File: src/rtl/cnn_mem_pkg.sv
// cnn_mem_pkg: shared FSM states, port ids and MMIO constants for the memory responder
package cnn_mem_pkg;
  typedef enum logic [1:0] {ST_IDLE, ST_ACCESS, ST_RESP} state_e;
  typedef enum logic {PORT_CPU = 1'b0, PORT_ACC = 1'b1} port_e;
  localparam logic [31:0] CONSOLE_ADDR = 32'h1000_0000;
  localparam logic [31:0] PASS_ADDR    = 32'h2000_0000;
  localparam logic [31:0] PASS_MAGIC   = 32'd123456789;
endpackage

File: src/rtl/cnn_mem_responder_rr_arb2.sv
// rr_arb2: two-way round-robin arbiter, the port that did not win last time wins a tie
module rr_arb2
  import cnn_mem_pkg::*;
(
  input  logic       clk,
  input  logic       resetn,
  input  logic [1:0] req,
  input  logic       advance,
  output port_e      grant
);
  port_e last_q, last_d;
  // grant selection and last-winner update on each accepted grant
  always_comb begin
    grant  = (req == 2'b11) ? ((last_q == PORT_CPU) ? PORT_ACC : PORT_CPU) : port_e'(req[1]);
    last_d = advance ? grant : last_q;
  end
  // last-winner register, ACC after reset so CPU wins the first tie
  always_ff @(posedge clk) begin
    if (!resetn) last_q <= PORT_ACC;
    else         last_q <= last_d;
  end
endmodule

File: src/rtl/cnn_mem_responder.sv
// cnn_mem_responder: serves CPU and accelerator memory ports from one single-port sync RAM
module cnn_mem_responder
  import cnn_mem_pkg::*;
#(
  parameter int MEM_WORDS = 3145728,
  parameter int AW        = 22
) (
  input  logic          clk,
  input  logic          resetn,
  input  logic          cpu_mem_valid,
  input  logic [31:0]   cpu_mem_addr,
  input  logic [31:0]   cpu_mem_wdata,
  input  logic [3:0]    cpu_mem_wstrb,
  output logic          cpu_mem_ready,
  output logic [31:0]   cpu_mem_rdata,
  input  logic          acc_mem_valid,
  input  logic          acc_mem_write,
  input  logic [31:0]   acc_mem_addr,
  input  logic [31:0]   acc_mem_wdata,
  output logic          acc_mem_ready,
  output logic [31:0]   acc_mem_rdata,
  output logic          ram_en,
  output logic [3:0]    ram_we,
  output logic [AW-1:0] ram_addr,
  output logic [31:0]   ram_wdata,
  input  logic [31:0]   ram_rdata,
  output logic          console_valid,
  output logic [7:0]    console_data,
  output logic          tests_passed,
  output logic          oob_error,
  output logic [31:0]   oob_addr
);
  state_e      state_q, state_d;
  port_e       id_q, id_d, grant;
  logic [31:0] addr_q, addr_d, wdata_q, wdata_d, oob_addr_q, oob_addr_d;
  logic [3:0]  wstrb_q, wstrb_d;
  logic        tests_passed_q, tests_passed_d, oob_error_q, oob_error_d;
  logic        req_any, in_access, in_resp, in_ram, is_wr, cpu_mmio, ram_rd;
  logic [31:0] word;

  assign req_any   = cpu_mem_valid | acc_mem_valid;
  assign in_access = state_q == ST_ACCESS;
  assign in_resp   = state_q == ST_RESP;
  assign word      = {addr_q[31:2], 2'b00};
  assign in_ram    = {2'b00, addr_q[31:2]} < 32'(MEM_WORDS);
  assign is_wr     = |wstrb_q;
  assign cpu_mmio  = id_q == PORT_CPU && (word == CONSOLE_ADDR || word == PASS_ADDR);
  assign ram_rd    = in_ram && !is_wr;

  rr_arb2 u_arb (
    .clk     (clk),
    .resetn  (resetn),
    .req     ({acc_mem_valid, cpu_mem_valid}),
    .advance (state_q == ST_IDLE && req_any),
    .grant   (grant)
  );

  // request latch, FSM sequencing and sticky flag updates
  always_comb begin
    state_d        = state_q;
    id_d           = id_q;
    addr_d         = addr_q;
    wdata_d        = wdata_q;
    wstrb_d        = wstrb_q;
    tests_passed_d = tests_passed_q | (in_access && cpu_mmio && is_wr && word == PASS_ADDR && wdata_q == PASS_MAGIC);
    oob_error_d    = oob_error_q;
    oob_addr_d     = oob_addr_q;
    case (state_q)
      ST_IDLE: if (req_any) begin
        state_d = ST_ACCESS;
        id_d    = grant;
        addr_d  = (grant == PORT_ACC) ? acc_mem_addr : cpu_mem_addr;
        wdata_d = (grant == PORT_ACC) ? acc_mem_wdata : cpu_mem_wdata;
        wstrb_d = (grant == PORT_ACC) ? {4{acc_mem_write}} : cpu_mem_wstrb;
      end
      ST_ACCESS: begin
        state_d = ST_RESP;
        if (!in_ram && !cpu_mmio && !oob_error_q) begin
          oob_error_d = 1'b1;
          oob_addr_d  = addr_q;
        end
      end
      default: state_d = ST_IDLE;
    endcase
  end

  // state and request registers
  always_ff @(posedge clk) begin
    if (!resetn) begin
      state_q        <= ST_IDLE;
      id_q           <= PORT_CPU;
      addr_q         <= '0;
      wdata_q        <= '0;
      wstrb_q        <= '0;
      tests_passed_q <= 1'b0;
      oob_error_q    <= 1'b0;
      oob_addr_q     <= '0;
    end else begin
      state_q        <= state_d;
      id_q           <= id_d;
      addr_q         <= addr_d;
      wdata_q        <= wdata_d;
      wstrb_q        <= wstrb_d;
      tests_passed_q <= tests_passed_d;
      oob_error_q    <= oob_error_d;
      oob_addr_q     <= oob_addr_d;
    end
  end

  assign ram_en        = in_access && in_ram;
  assign ram_we        = ram_en ? wstrb_q : 4'h0;
  assign ram_addr      = ram_en ? addr_q[AW+1:2] : '0;
  assign ram_wdata     = ram_en ? wdata_q : '0;
  assign console_valid = in_access && cpu_mmio && is_wr && word == CONSOLE_ADDR;
  assign console_data  = console_valid ? wdata_q[7:0] : 8'h00;
  assign cpu_mem_ready = in_resp && id_q == PORT_CPU;
  assign acc_mem_ready = in_resp && id_q == PORT_ACC;
  assign cpu_mem_rdata = (cpu_mem_ready && ram_rd) ? ram_rdata : '0;
  assign acc_mem_rdata = (acc_mem_ready && ram_rd) ? ram_rdata : '0;
  assign tests_passed  = tests_passed_q;
  assign oob_error     = oob_error_q;
  assign oob_addr      = oob_addr_q;
endmodule

File: config.mk
export PLATFORM = sky130hd
export DESIGN_NAME = cnn_mem_responder
export DESIGN_NICKNAME = d
export VERILOG_FILES = /design/src/rtl/cnn_mem_pkg.sv /design/src/rtl/cnn_mem_responder_rr_arb2.sv /design/src/rtl/cnn_mem_responder.sv
export SDC_FILE = /design/constraint.sdc
export NUM_CORES = 1
export LEC_CHECK = 0
export ABC_AREA = 1
export CORE_AREA = 2 2 130 132
export DETAILED_ROUTE_END_ITERATION = 10
export DIE_AREA = 0 0 132 134
export DONT_BUFFER_PORTS = 1
export GPL_TIMING_DRIVEN = 0
export PLACE_DENSITY = 0.56
export SLEW_MARGIN = 20
export SYNTH_ARGS = -nofsm -noshare
export SYNTH_HDL_FRONTEND = slang
export SYNTH_HIERARCHICAL = 1
export SYNTH_SLANG_ARGS = --single-unit
File: constraint.sdc
create_clock -name clk -period 2 [get_ports clk]
set_clock_uncertainty 0.1 [all_clocks]
set_input_delay 0.4 -clock clk [delete_from_list [all_inputs] [get_ports clk]]
set_output_delay 0.4 -clock clk [all_outputs]
set_load 0.1 [all_outputs]
## After elaboration in Yosys (flattened, before gate mapping)

Index checks and enable logic that the tools add are counted.

- Output and inout bits: 168
- Flip-flop bits (word level): 106
- ROM bits: 0
- Memory bits (writable): 0
- Bits of input ports: 169
- Latch bits: 0
- Logic and storage cells: 57
- Memories kept: 0

- Mux-type cells: 13
- Div/mod/pow operators: 0
- $lt $le $gt $ge: 1
- Reduce and logical (&&, ||, !) cells: 24
- Add/sub/neg operators: 0
- Multipliers: 0
- Eq/ne operators: 7
- Bitwise operators: 3
- Shift operators: 0

Operator list:

| operator | count |
|---|---|
| 2-to-1 mux 32 bit | 5 |
| equality test 32 x 27 -> 1 bit, second input constant | 1 |
| equality test 30 x 27 -> 1 bit, second input constant | 1 |
| equality test 30 x 28 -> 1 bit, second input constant | 1 |
| < comparator 30 x 22 -> 1 bit, second input constant | 1 |
| 2-to-1 mux 22 bit | 1 |
| logical AND 1 bit | 15 |
| 2-to-1 mux 4 bit | 2 |
| 2-to-1 mux 8 bit | 1 |
| equality test 2 bit, second input constant | 2 |
| logical NOT 1 bit | 4 |
| case mux 2 bit (2 select lines) | 1 |
| AND reduction 2 bit | 2 |
| OR reduction 4 bit | 1 |
| equality test 2 x 1 -> 1 bit, second input constant | 1 |
| logical NOT 2 bit | 1 |
| 2-to-1 mux 1 bit | 2 |
| 2-to-1 mux 2 bit | 1 |
| != test 2 bit, second input constant | 1 |
| bitwise OR 1 bit | 2 |
| logical OR 1 bit | 1 |
| NOT 1 bit | 1 |

## Logic depth before layout (Yosys ltp)

- Word-level depth: 8
- Gate-level depth with buffers: 11
- Gate-level depth less buffers: 9

## Cells and area by module

The synthesis kept the hierarchy.

By module, submodules not included:

| module | cells an instance | area each (sq um) | instances | seq. area each (sq um) |
|---|---|---|---|---|
| cnn_mem_responder | 901 | 5,597.9 | 1 | 2,102.0 |
| rr_arb2 | 8 | 51.3 | 1 | 20.0 |

## Least setup slack after synthesis

OpenSTA, ideal clock, no wires.

- Path kind: reg-to-output
- From: register id_q
- To: output port acc_mem_rdata[0]
- Path slack: -2.916 ns
- Cell stages (with the launch flop): 6
- Path buffers: 1
- Required time: 1.500 ns
- Arrival: 4.416 ns
- Cell sequence: dfxtp_1 -> inv_1 -> nor3_1 -> nand2_1 -> buf_2 -> nor2_1

- Cells in the longest elaborated chain, start to end: 3

Ends and longest elaborated chain:

| element | line | text |
|---|---|---|
| start, declared | cnn_mem_responder.sv:34 | `port_e id_q, id_d, grant;` |
| start signal, assigned | cnn_mem_responder.sv:100 | `id_q <= id_d;` |
| logical AND 1 bit | cnn_mem_responder.sv:117 | `assign acc_mem_ready = in_resp && id_q == PORT_ACC;` |
| net acc_mem_ready | cnn_mem_responder.sv:20 | `output logic acc_mem_ready,` |
| logical AND 1 bit | cnn_mem_responder.sv:119 | `assign acc_mem_rdata = (acc_mem_ready && ram_rd) ? ram_rdata : '0;` |
| 2-to-1 mux 32 bit | cnn_mem_responder.sv:119 |  |
| end, declared | cnn_mem_responder.sv:21 | `output logic [31:0] acc_mem_rdata,` |

The timed path passes the listed nets, and every way through them passes these cells.

## Worst setup path after layout

- From: register addr_q[31]
- To: output port ram_wdata[13]

- Cells in the longest elaborated chain, start to end: 3

Ends and longest elaborated chain:

| element | line | text |
|---|---|---|
| start, declared | cnn_mem_responder.sv:35 | `logic [31:0] addr_q, addr_d, wdata_q, wdata_d, oob_addr_q, oob_addr_d;` |
| start signal, assigned | cnn_mem_responder.sv:101 | `addr_q <= addr_d;` |
| < comparator 30 x 22 -> 1 bit | cnn_mem_responder.sv:45 | `assign in_ram = {2'b00, addr_q[31:2]} < 32'(MEM_WORDS);` |
| logical AND 1 bit | cnn_mem_responder.sv:110 | `assign ram_en = in_access && in_ram;` |
| net ram_en | cnn_mem_responder.sv:22 | `output logic ram_en,` |
| 2-to-1 mux 32 bit | cnn_mem_responder.sv:113 | `assign ram_wdata = ram_en ? wdata_q : '0;` |
| end, declared | cnn_mem_responder.sv:25 | `output logic [31:0] ram_wdata,` |

The timed path passes the listed nets, and every way through them passes these cells.

==> results.sh <==
export IMPL_outcome="finished, violations left"
export IMPL_violations="setup timing"
export IMPL_cts_buffer_depth=2
export IMPL_cp_start_kind="flip-flop"
export IMPL_synth_area_top_cells="dfxtp_1, nand2_1, nor2_1"
export IMPL_place_congestion=0.8358
export IMPL_io_buffers=0
export IMPL_die_w_um=132
export IMPL_synth_seq_cells=106
export IMPL_slew_viol_final=0
export IMPL_leakage_nw=3.127
export IMPL_max_clock_freq_ghz=0.3018
export IMPL_synth_top_cell_by_area="dfxtp_1"
export IMPL_die_area_um2=17690
export IMPL_vias_per_cell=5.077
export IMPL_setup_viol=136
export IMPL_clock_root_buffer="clkbuf_16"
export IMPL_route_antenna_remaining_nets=0
export IMPL_place_ws_ns=-1.491
export IMPL_cts_buffers=9
export IMPL_path_class="reg -> out"
export IMPL_antenna_found_initial=0
export IMPL_cap_violations=0
export IMPL_wire_per_inst_um=19.16
export IMPL_arrival_ns=2.81
export IMPL_synthTopCellsByCount="nand2_1, nor2_1, dfxtp_1"
export IMPL_areaGrowthSynthToFinish_pct=43.41
export IMPL_grt_max_degree=18
export IMPL_overflow=0
export IMPL_syn_inst=909
export IMPL_fin_cells=1178
export IMPL_fp_row_count=47
export IMPL_hold_path_class="in -> reg"
export IMPL_synth_most_common_cell="nand2_1"
export IMPL_die_y_um=134
export IMPL_worstSkewPairLatency_ns=0.36
export IMPL_drive_above_1_share_pct=28.50
export IMPL_tritoncts="built"
export IMPL_cts_sink_count=106
export IMPL_critPathMaxFanout=10
export IMPL_finalCriticalPeriod_ns=3.313
export IMPL_cp_end_kind="output pin"
export IMPL_syn_nets=1078
export IMPL_fin_crit_sh_pct=165.7
export IMPL_syn_avg_cell_area_um2=6.215
export IMPL_yosysTopAreaCellShare_pct=37.56
export IMPL_pwr_density_cell_nw_per_um2=816.2
export IMPL_design_portCount=337
export IMPL_vias=5981
export IMPL_yosysWarnings=6
export IMPL_maxSlewHeadroom_pct=26.78
export IMPL_nFillCells=1631
export IMPL_ys_types=24
export IMPL_dp_hpwl_um=17260
export IMPL_start_util_pct=34.68
export IMPL_path_clk_slew_ns=0.08
export IMPL_wirelength_um=22570
export IMPL_grt_pass1_vias=5776
export IMPL_netlist_area_um2=5649
export IMPL_dp_cells=1129
export IMPL_cp_required_ns=1.50
export IMPL_drtPass1Iterations=4
export IMPL_hold_violations=0
export IMPL_ir_drop_v=0.0004297
export IMPL_ctsHoldBuffers=0
export IMPL_htree_num_levels=3
export IMPL_core_area_um2=16290
export IMPL_async_flop_share_pct=0
export IMPL_grt_use_total_pct=24.62
export IMPL_route_detailed_drc=0
export IMPL_postLayoutSetupSlackWorst_ns=-1.313
export IMPL_dr_first_iter_drc_count=320
export IMPL_final_nets=1122
export IMPL_synth_edf_count=0
export IMPL_ys_seq_area_share_pct=37.56
export IMPL_rsz0062_at_grt="true"
export IMPL_num_antenna_cells=0
export IMPL_tightest_slew_ns=1.095
export IMPL_synth_ff_type="dfxtp_1"
export IMPL_grt_pass1_wl_um=33500
-- critical path: stages (launching register included) --
cell and delay (ns):
dfxtp_4 0.36, nor2_4 0.09, nand2_2 0.05, nor2_1 0.08, nand3_1 0.08, a21oi_2 0.17
inv_2 0.07, nor2_4 0.56, inv_4 0.12, buf_12 0.20, buf_12 0.16, nor2_4 0.49
-- cells in the final DEF, fill, tap and decap left out, types with 2 or more instances in the layout --
cell type,synthesis,layout
a31oi_1,68,68
nand2_1,213,206
buf_12,0,15
nand4_1,4,4
dfxtp_2,0,8
bufinv_16,0,2
nand2_2,0,5
buf_4,1,10
nor2_4,0,135
nor2_2,2,6
nor3_4,0,2
nand3b_1,8,8
dfxtp_1,106,95
nor2_1,202,63
dfxtp_4,0,3
a21oi_1,35,29
inv_4,0,3
nand3_1,19,19
a21oi_2,2,8
clkinv_2,0,2
clkbuf_4,0,3
buf_2,15,7
buf_16,0,6
clkbuf_2,0,10
inv_2,2,5
o21ai_0,64,64
clkbuf_1,40,28
buf_6,6,10
nand2_4,0,2
clkbuf_8,0,2
clkbuf_16,0,14
nand3_2,10,10
inv_1,105,98
-- cell type report --
cell class	count	area [um^2]	area share (%)
Buffer	62	485.5	5.992
Timing Repair Buffer	34	544.3	6.718
Clock buffer	10	229.0	2.826
Clock inverter	6	90.09	1.112
Multi-Input combinational cell	632	3918	48.36
Sequential cell	106	2143	26.46
Inverter	108	416.7	5.143
Tap cell	220	275.3	3.398
-- routing by layer --
layer  up-vias  track usage (%)  routed length, um
met2       247            43.95              11420
met1      2732            28.37               8935
met5         -                0                  0
met4         0            6.220                390
met3        23            8.125               1818
li1       2979                -                  -
-- metrics by stage --
stage / TNS (ns) / total power [W] / hold WS (ns) / util, % / cell area [um^2]
after floorplan: -90.09 / 0.004253 / 0.3268 / - / 6746
after global placement: -130.55 / 0.004572 / 0.3476 / 43.11 / 7022
after detailed placement: -131.15 / 0.004581 / 0.3466 / 43.11 / 7022
after CTS: -153.38 / 0.006592 / 0.07919 / 48.84 / 7956
after global routing: -165.65 / 0.006934 / 0.08478 / 49.74 / 8102
final: -150.59 / 0.006612 / 0.09007 / 49.74 / 8102
-- cells by family (layout without fill, tap and decap cells) --
family	after synthesis	after routing	synth area share, %
AOI/OAI and AO/OA	171	171	16.83
DFF	106	106	37.56
buffers and inverters	171	220	12.56
and+or+nand+nor	461	461	33.05
-- where the power goes --
| part | internal, W | total [W] | leakage (nW) | switching [W] |
|---|---|---|---|---|
| registers | 0.00236 | 0.00313 | 0.881 | 0.000767 |
| clock network | 0.00111 | 0.00194 | 0.158 | 0.000839 |
| logic | 0.000462 | 0.00154 | 2.09 | 0.00108 |
-- path summary, 6_finish.rpt --
path	startpoint	endpoint	slack (ns)	cells after the start
worst max-delay path	addr_q[31]	ram_wdata[13]	-1.31	11
worst min-delay path	cpu_mem_addr[18]	addr_q[18]	0.09	2
worst max register to register	addr_q[5]	oob_addr[11]	0	12
worst min register to register	u_arb/last_q	u_arb/last_q	0.39	2
-- state kept, by name, summed over array words and instances (netlist names) --
register      count
addr_q           32
state_q           2
wstrb_q           4
oob_error         1
tests_passed      1
wdata_q          32
u_arb/last_q      1
id_q              1
oob_addr         32
-- timing repair --
action	4_1_cts	5_1_grt
pin swaps	32	19
setup buffers	21	4
resized for setup	61	39
endpoints found under the hold margin	0	0
endpoints found under the setup margin	203	222
gates cloned	8	2
Note: power is estimated with default switching activity, not from simulation.
